--- src/rtl/hazard_ctrl.sv ---
// Pipeline hazard controller: load-use, redirect flush and multi-cycle EX stall sequencing.
// Optional macro HAZARD_PERF_EN adds saturating stall/flush performance counters.
module hazard_ctrl #(
    parameter int MC_LAT = 4,
    parameter int CNT_W  = 3
) (
    input  logic       Clk,
    input  logic       Rst_n,
    input  logic [4:0] ID_rs1,
    input  logic [4:0] ID_rs2,
    input  logic       ID_use_rs1,
    input  logic       ID_use_rs2,
    input  logic [4:0] EX_rd,
    input  logic       EX_MemRead,
    input  logic       EX_mc_start,
    input  logic       EX_redirect,
    output logic       PC_stall,
    output logic       IF_ID_stall,
    output logic       IF_ID_flush,
    output logic       ID_EX_stall,
    output logic       ID_EX_flush,
    output logic       EX_MEM_flush,
`ifdef HAZARD_PERF_EN
    output logic       mc_busy,
    output logic [31:0] perf_stall_cnt,
    output logic [31:0] perf_flush_cnt
`else
    output logic       mc_busy
`endif
);

    typedef enum logic {RUN = 1'b0, MC_BUSY = 1'b1} state_t;

    localparam logic [CNT_W-1:0] MC_LOAD     = CNT_W'(MC_LAT - 2);
    localparam bit               MC_HAS_BUSY = (MC_LAT > 2);

    state_t           state, state_nxt;
    logic [CNT_W-1:0] cnt, cnt_nxt;
    logic             load_use;

    assign load_use = EX_MemRead && (EX_rd != 5'd0) &&
                      ((ID_use_rs1 && (ID_rs1 == EX_rd)) ||
                       (ID_use_rs2 && (ID_rs2 == EX_rd)));

    // Counter holds the busy cycles still to go, including the current one,
    // so it is back at 0 when the FSM returns to RUN.
    always_comb begin
        state_nxt    = state;
        cnt_nxt      = cnt;
        PC_stall     = 1'b0;
        IF_ID_stall  = 1'b0;
        IF_ID_flush  = 1'b0;
        ID_EX_stall  = 1'b0;
        ID_EX_flush  = 1'b0;
        EX_MEM_flush = 1'b0;
        mc_busy      = 1'b0;
        if (Rst_n) begin
            case (state)
                RUN: begin
                    if (EX_redirect) begin
                        IF_ID_flush = 1'b1;
                        ID_EX_flush = 1'b1;
                    end else if (EX_mc_start) begin
                        PC_stall     = 1'b1;
                        IF_ID_stall  = 1'b1;
                        ID_EX_stall  = 1'b1;
                        EX_MEM_flush = 1'b1;
                        if (MC_HAS_BUSY) begin
                            state_nxt = MC_BUSY;
                            cnt_nxt   = MC_LOAD;
                        end
                    end else if (load_use) begin
                        PC_stall    = 1'b1;
                        IF_ID_stall = 1'b1;
                        ID_EX_flush = 1'b1;
                    end
                end
                MC_BUSY: begin
                    mc_busy      = 1'b1;
                    PC_stall     = 1'b1;
                    IF_ID_stall  = 1'b1;
                    ID_EX_stall  = 1'b1;
                    EX_MEM_flush = 1'b1;
                    cnt_nxt      = cnt - 1'b1;
                    if (cnt == CNT_W'(1)) begin
                        state_nxt = RUN;
                    end
                end
                default: begin
                    state_nxt = RUN;
                    cnt_nxt   = '0;
                end
            endcase
        end
    end

    always_ff @(posedge Clk or negedge Rst_n) begin
        if (!Rst_n) begin
            state <= RUN;
            cnt   <= '0;
        end else begin
            state <= state_nxt;
            cnt   <= cnt_nxt;
        end
    end

`ifdef HAZARD_PERF_EN
    function automatic logic [31:0] sat_inc(input logic [31:0] v);
        return (v == 32'hFFFF_FFFF) ? v : v + 32'd1;
    endfunction

    always_ff @(posedge Clk or negedge Rst_n) begin
        if (!Rst_n) begin
            perf_stall_cnt <= '0;
            perf_flush_cnt <= '0;
        end else begin
            if (PC_stall) begin
                perf_stall_cnt <= sat_inc(perf_stall_cnt);
            end
            if (IF_ID_flush || ID_EX_flush) begin
                perf_flush_cnt <= sat_inc(perf_flush_cnt);
            end
        end
    end
`endif

endmodule

--- config.mk ---
export PLATFORM = sky130hd
export DESIGN_NAME = hazard_ctrl
export DESIGN_NICKNAME = d
export VERILOG_FILES = /design/src/rtl/hazard_ctrl.sv
export SDC_FILE = /design/constraint.sdc
export NUM_CORES = 1
export LEC_CHECK = 0
export ABC_CLOCK_PERIOD_IN_PS = 1200
export CELL_PAD_IN_SITES_DETAIL_PLACEMENT = 0
export CELL_PAD_IN_SITES_GLOBAL_PLACEMENT = 1
export CORE_MARGIN = 10
export CORE_UTILIZATION = 20
export CTS_CLUSTER_DIAMETER = 150
export DETAILED_ROUTE_END_ITERATION = 10
export GPL_TIMING_DRIVEN = 0
export MAX_ROUTING_LAYER = met4
export PLACE_DENSITY = 0.7
export SETUP_SLACK_MARGIN = 0.3
export SYNTH_ARGS = -nofsm -noshare
export SYNTH_HDL_FRONTEND = slang
export SYNTH_SLANG_ARGS = --single-unit
--- constraint.sdc ---
create_clock -name Clk -period 1.2 [get_ports Clk]
set_input_delay 0.12 -clock Clk [delete_from_list [all_inputs] [get_ports Clk]]
set_output_delay 0.12 -clock Clk [all_outputs]
set_load 0.03 [all_outputs]
=== Yosys cells after proc, flatten, opt, wreduce, memory -nomap -nowiden ===
Index checks and enable logic that the tools add are counted.

* Bits in registers: 4
* Latch bits: 0
* Memory bits (writable): 0
* ROM bits: 0
* Memories kept: 0

* Add/sub/neg operators: 1
* $mul: 0
* Divide/modulo/power cells: 0
* $lt $le $gt $ge: 0
* Eq/ne operators: 5
* Shift-type cells: 0
* Multiplexer cells: 23
* Bitwise operators: 1
* Reductions and logical operators: 7

{| class="wikitable"
|+ Operator list
! operator !! number
|-
| 1-bit 2-to-1 mux || 17
|-
| 5-bit == test || 2
|-
| 3-bit 2-to-1 mux || 2
|-
| 1-bit one-hot mux with 2 select lines || 3
|-
| 3-bit one-hot mux with 2 select lines || 1
|-
| 5-bit nonzero test || 1
|-
| 1-bit logical AND || 4
|-
| 2-bit != test (second input constant) || 2
|-
| 3-bit by 1-bit == test with 1-bit output (second input constant) || 1
|-
| 3-bit AND reduction || 1
|-
| 3-bit by 1-bit subtractor with 3-bit output (second input constant) || 1
|-
| 1-bit logical OR || 1
|-
| 1-bit NOT || 1
|}

=== Logic depth before layout (Yosys ltp) ===
Gate-level depths: netlist of the first run.

* Depth in word-level cells: 9
* Depth in mapped cells: 5

=== Worst setup path before layout of the first run ===
OpenSTA, ideal clock, no wires.

* Kind: input port to output port
* Start: in EX_rd[2]
* End: out PC_stall
* Arrival: 1.697 ns
* Path slack: -0.617 ns
* Cell stages on the path: 5
* Buffers on the path: 1
* Path through: xor2_1 nor4_2 a32oi_1 o41ai_2 buf_4

* Longest elaborated chain between the ends: 9

{| class="wikitable"
|+ Ends and longest elaborated chain
! element !! line !! text
|-
| start: declaration || 13 || <nowiki>input logic [4:0] EX_rd,</nowiki>
|-
| 5-bit == test (on tied branches) || 42, 43 ||
|-
| 1-bit logical AND (on tied branches) || 42, 43 ||
|-
| 1-bit logical OR || 42 || <nowiki>((ID_use_rs1 && (ID_rs1 == EX_rd)) ||</nowiki>
|-
| 1-bit logical AND * || 41 || <nowiki>assign load_use = EX_MemRead && (EX_rd != 5'd0) &&</nowiki>
|-
| 1-bit 2-to-1 mux * (3 in a row) || n/a ||
|-
| 1-bit one-hot mux with 2 select lines * || n/a ||
|-
| 1-bit 2-to-1 mux * || n/a ||
|-
| end: declaration || 17 || <nowiki>output logic PC_stall,</nowiki>
|}

Mark *: on every way between the ends. The rest lies on a longest branch, timed or not.

=== Final worst setup path of the first run ===
* Start: in ID_rs2[0]
* End: out PC_stall

* Longest elaborated chain between the ends: 9

{| class="wikitable"
|+ Ends and longest elaborated chain
! element !! line !! text
|-
| start: declaration || 10 || <nowiki>input logic [4:0] ID_rs2,</nowiki>
|-
| 5-bit == test || 43 || <nowiki>(ID_use_rs2 && (ID_rs2 == EX_rd)));</nowiki>
|-
| 1-bit logical AND || 43 ||
|-
| 1-bit logical OR || 42 ||
|-
| 1-bit logical AND || 41 ||
|-
| 1-bit 2-to-1 mux || 72 || <nowiki>end else if (load_use) begin</nowiki>
|-
| 1-bit 2-to-1 mux || 63 || <nowiki>end else if (EX_mc_start) begin</nowiki>
|-
| 1-bit 2-to-1 mux || 60 || <nowiki>if (EX_redirect) begin</nowiki>
|-
| 1-bit one-hot mux with 2 select lines || 58 || <nowiki>case (state)</nowiki>
|-
| 1-bit 2-to-1 mux || 57 || <nowiki>if (Rst_n) begin</nowiki>
|}

No other way between the ends.

==> results of run 1 <==
==> layout by cell type (no fill, tap or decap), types with 3 or more instances in the layout <==
cell type      synthesis  routed
clkbuf_2               0       3
dfrtp_1                4       3
buf_6                  0      18
buf_4                  2       8
xor2_1                 8       7
buf_2                  0       5
dlygate4sd2_1          0       5
clkbuf_4               0       3
==> worst min path at each step <==
stage | slack [ps] | startpoint | depth (start not counted) | endpoint
after floorplan | -180 | Rst_n | 0 | cnt[0]
after global placement | 370 | Rst_n | 1 | state
after detailed placement | 370 | Rst_n | 1 | state
after CTS | 380 | Rst_n | 2 | cnt[2]
after global routing | 400 | Rst_n | 2 | cnt[2]
final | 380 | Rst_n | 2 | cnt[2]
==> sequential cells by signal, summed over array words and instances (netlist names) <==
signal,flops
cnt,3
state,1
==> repair_timing <==
item / in CTS / in global routing
endpoints found under the hold margin: 4 / 0
gates resized for setup: 107 / 18
setup buffers: 12 / 4
hold buffers: 1 / 0
setup endpoints to repair: 11 / 11
pin swaps: 16 / 7
gates cloned: 0 / 0
==> synth_stat cells <==
cell	count	area [um2]
a31oi_1	1	6.26
o21ai_2	1	8.76
nor4_1	1	6.26
o41ai_2	1	16.3
inv_1	4	15.0
and2_1	1	6.26
a22o_1	1	8.76
nor4_2	1	12.5
a22oi_1	1	7.51
a32oi_1	1	8.76
nor3b_1	1	7.51
xnor2_1	2	17.5
mux2_2	1	11.3
and2_0	1	6.26
o21bai_1	1	7.51
dfrtp_1	4	100
ha_1	2	25.0
buf_4	2	15.0
a21oi_1	3	15.0
xor2_1	8	70.1
or4_1	2	15.0
nor2_1	3	11.3
==> power by group <==
part | switching, W | internal, W
combinational | 0.000490 | 0.000656
clock | 0.0000549 | 0.000112
sequential | 0.0000478 | 0.000207
total | 0.000592 | 0.000975
==> final cells by class <==
| type | instances | area [um2] |
|---|---|---|
| clock buffer | 3 | 22.5 |
| timing repair buffer | 45 | 419 |
| multi-input combinational | 33 | 394 |
| sequential | 4 | 101 |
| buffer | 2 | 18.8 |
| fill | 191 | 915 |
| inverter | 4 | 17.5 |
| tap | 27 | 33.8 |
==> worst max-delay path: cells and delay by family <==
| family | cells | cell delay, ps |
|---|---|---|
| compound gates | 2 | 410 |
| buf+inv | 3 | 380 |
| simple gates | 1 | 290 |
| xor+xnor | 1 | 180 |
==> per-layer routing <==
| metal | vias to the layer above | part of all wire, % |
|---|---|---|
| li1 | 249 | - |
| met4 | 0 | 0 |
| met1 | 236 | 39 |
| met3 | 0 | 6.4 |
| met2 | 13 | 55 |
| met5 | - | 0 |
==> per-stage QoR <==
step | TNS, ps | utilization (%)
floorplan | -956 | -
global route | -2490 | 52.4
detailed placement | -8790 | 39.8
CTS | -2050 | 48.5
finish | -2010 | 52.4
global placement | -8840 | 39.8
==> cell families after synthesis <==
logic type / count (synthesis) / share of synthesized area [%]
compound gates: 10 / 19.8
xor+xnor: 10 / 22.0
simple gates: 10 / 16.4
buf+inv: 6 / 7.54
flops: 4 / 25.2
fa+ha+maj: 2 / 6.29
mux: 1 / 2.83
==> reports/metrics.csv, run 1 <==
metric,value,unit
post-route setup slack,-323,ps
clk sinks,4,
capture point of the worst path,PC_stall,
Required @ worst endpoint,1080,ps
clk buf depth,2,
startpoint types,primary input,
Initial Util,20.7,%
Area growth syn-to-layout,153,%
CP Capture Type,primary output,
synthesized area per cell,9.25,um2
placer congestion estimate,0.725,
Yosys cell types,22,
TritonCTS Buffers,3,
Initial DRT Pass Iterations,3,
crit-path cells,buf_8 > xor2_4 > nor4_4 > a32oi_2 > o41ai_4 > buf_4 > buf_6,
global route overflow,0,
yosys warns,0,
Setup CP Type,primary input to primary output,
slew margin rel.,82.0,%
routing usage on met1,8.54,%
# diodes,0,
CTS Root Cell,clkbuf_4,
die width,64.6,um
sequential area share after synthesis,25.2,%
pre-CTS WS,-1400,ps
Final min period,1520,ps
RSZ-0062 raised after global routing,true,
clk_lat worst skew,240,ps
worst hold slack,383,ps
power density cells,1560,mW/mm2
first-pass GRT wire length,2700,um
Syn Nets,67,
GR peak layer,met2,
r2r startpoint,state,
fin crit share,127,%
DRC,0,
fin cells,118,
RR Endpoint,cnt[0],
Pleak,0.469,nW
# H-tree levels,1,
M2 GR Usage,14.7,%
Yosys reg bits,4,
max-cap violations,0,
antenna violations before repair,0,
CTS tree,built,
"slowest stage delay, CP",290,ps
Worst VDD drop,1.21,mV
final net count,117,
Post-DP Area,764,um2
# IOs,29,
Post-Syn Area,398,um2
"Reg clk slew, reported paths",40,ps
CP startpoint,ID_rs2[0],
crit path max fanout,2,
share of layout cells above drive strength 1,64.8,%
Post-Syn Instances,43,
vias in the first global route,544,
Final Hold Fails,0,
largest net degree at the start of global routing,6,
via count,498,
Initial DRC Count,11,
Hold Path Class,primary input to asynchronous set/reset pin,
Total Die Area,0.00417,mm2
clock skew,6.25,ps
DR WL/cell,14.0,um
R2R setup slack,-200,ps
Fmax achieved,657,MHz
Critical-path top delay cell,nor4_4,
Final Routed Wirelength,1650,um
final instance area,0.00101,mm2
Worst-Margin Slew,268,ps
Reg2Reg Depth,8,
DRT antenna net count,0,
failing checks,negative setup slack,
vias per cell,4.22,
DP HPWL,1220,um
GRT Total Usage,8.51,%
GR Util met3,4.81,%
status,finished with violations,
Final Setup Violations,10,
site row count,16,
IO Port Bufs,28,
Tot Pwr,0.00157,W
Slew Limit Fails,0,
Die H,64.6,um
Inst Count DP,98,
Worst EP arrival,1400,ps
core box area,0.00192,mm2
No activity file was read; power rests on OpenSTA's default activity.
==> inputs of run 2 (changes only) <==
==> constraint.sdc (replaced) <==
create_clock -name Clk -period 1.2 [get_ports Clk]
set_input_delay 0.12 -clock Clk [delete_from_list [all_inputs] [get_ports Clk]]
set_output_delay 0.12 -clock Clk [all_outputs]
set_load 0.02 [all_outputs]
==> reports/metrics.csv, run 2 (synthesis results as in run 1) <==
metric,value,unit,change
cell family with most CP delay,compound AO/OA/AOI/OAI gates,,
Worst VDD drop,0.921,mV,-24%
worst hold slack,379,ps,-4.15 ps
max-cap violations,0,,unchanged
# H-tree levels,1,,unchanged
DRT antenna net count,0,,unchanged
vias per cell,4.21,,-0.36%
Worst EP arrival,1450,ps,+50 ps
IO Port Bufs,28,,unchanged
global route overflow,0,,unchanged
slew margin rel.,80.8,%,-1.1 points
Pleak,0.438,nW,-6.5%
Required @ worst endpoint,1080,ps,about the same
capture point of the worst path,PC_stall,,
largest net degree at the start of global routing,6,,unchanged
"most common cell after layout, fill and taps aside",buf_6,,
final net count,116,,-0.85%
Final Setup Violations,9,,-1
placer congestion estimate,0.716,,-1.3%
# IOs,29,,unchanged
r2r startpoint,state,,
Slew Limit Fails,0,,unchanged
Initial DRC Count,11,,unchanged
DP HPWL,1250,um,+2.5%
TritonCTS Buffers,3,,unchanged
Final Hold Fails,0,,unchanged
Die H,64.6,um,unchanged
site row count,16,,unchanged
startpoint types,primary input,,
die width,64.6,um,unchanged
# diodes,0,,unchanged
Inst Count DP,98,,unchanged
RSZ-0062 raised after global routing,true,,
CTS Root Cell,clkbuf_4,,
Hold Path Class,primary input to asynchronous set/reset pin,,
Reg2Reg Depth,8,,unchanged
"Reg clk slew, reported paths",40,ps,about the same
crit path max fanout,2,,unchanged
first-pass GRT wire length,2730,um,+1.0%
CP startpoint,ID_rs2[0],,
share of layout cells above drive strength 1,65.6,%,+0.72 points
antenna violations before repair,0,,unchanged
max reg flops,3,,unchanged
Area growth syn-to-layout,151,%,
Initial Util,20.7,%,unchanged
CP Capture Type,primary output,,
failing checks,negative setup slack,,
Final min period,1570,ps,+50.0 ps
GRT Total Usage,8.51,%,unchanged
Worst path depth,7,,unchanged
Largest Register,cnt,,
DR WL/cell,14.6,um,+4.6%
most frequent cells in the layout,"buf_6, buf_2, buf_4",,
Final Routed Wirelength,1710,um,+3.7%
CTS tree,built,,
Total Die Area,0.00417,mm2,unchanged
post-route setup slack,-373,ps,-50.0 ps
largest registers in the final layout,"cnt: 3 flops, state: 1 flops",,
core box area,0.00192,mm2,unchanged
Setup CP Type,primary input to primary output,,
status,finished with violations,,
R2R setup slack,-250,ps,-50 ps
"slowest stage delay, CP",320,ps,+30 ps
Fmax achieved,636,MHz,-3.2%
via count,492,,-1.2%
clock skew,1.80,ps,-4.45 ps
vias in the first global route,543,,-0.18%
power density cells,1580,mW/mm2,+1.8%
fin crit share,131,%,+4.2 points
Initial DRT Pass Iterations,2,,-1
CP bufs+invs,3,,unchanged
RR Endpoint,cnt[2],,
Worst-Margin Slew,287,ps,+18.9 ps
clk_lat worst skew,240,ps,about the same
fin cells,117,,-0.85%
clk buf depth,2,,unchanged
FILL cells,193,,+1.0%
clk sinks,4,,unchanged
DRC,0,,unchanged
Critical-path top delay cell,nor4_2,,
crit-path cells,buf_6 > xor2_2 > nor4_2 > a32oi_2 > o41ai_4 > buf_4 > buf_6,,
Critical Path Most Common Cell,buf_6,,
## run 2: changes by cell type in the layout (fill, tap and decap cells not counted), moves of 2 or more
cell and change:
buf_2 +3, dlymetal6s2s_1 -2, xor2_2 +2, clkbuf_2 -3, clkdlybuf4s15_1 +2
## run 2: how the worst min path moves through the flow
stage,end
floorplan,cnt[0]
global placement,state
detailed placement,state
CTS,cnt[1]
global route,cnt[1]
finish,cnt[0]
## run 2: what timing repair did
action	in CTS	in global routing
gates resized for setup	110	11
buffers inserted	14	1
pin swaps	17	5
hold buffers	1	0
hold endpoints to repair	4	0
endpoints found under the setup margin	11	11
## run 2: report_power, final
group	total [W]	leakage, nW	switching [W]	internal (W)
Sequential	0.000260	0.0424	0.0000524	0.000207
Combinational	0.00116	0.382	0.000474	0.000684
Clock	0.000166	0.0138	0.0000538	0.000112
Total	0.00158	0.438	0.000580	0.00100
## run 2: metrics by stage
| stage | total power, W | utilization, % | cell area, um2 | worst slack [ps] | setup TNS (ps) |
|---|---|---|---|---|---|
| floorplan | 0.000664 | - | 444 | -303 | -573 |
| finish | 0.00158 | 52.0 | 1000 | -373 | -2120 |
| CTS | 0.00143 | 48.7 | 936 | -364 | -2060 |
| global route | 0.00169 | 52.0 | 1000 | -455 | -2600 |
| detailed placement | 0.000927 | 39.5 | 758 | -1330 | -8320 |
| global placement | 0.000908 | 39.5 | 758 | -1310 | -8050 |
## run 2: area by class of cell
class	instances	area (um2)	share of cell area, %
inverters	4	20.0	2.00
well taps	27	33.8	3.38
clock buffers	3	22.5	2.25
multi-input cells	33	394	39.4
plain buffers	2	18.8	1.88
repair buffers	44	409	40.9
flip-flops and latches	4	101	10.1
## run 2: per-layer routing
metal  share of wire [%]  global-route usage [%]
met2                  54                    14.5
met3                 5.3                    3.78
met1                  40                    9.22
met4                0.82                   0.802
met5                   0                       -
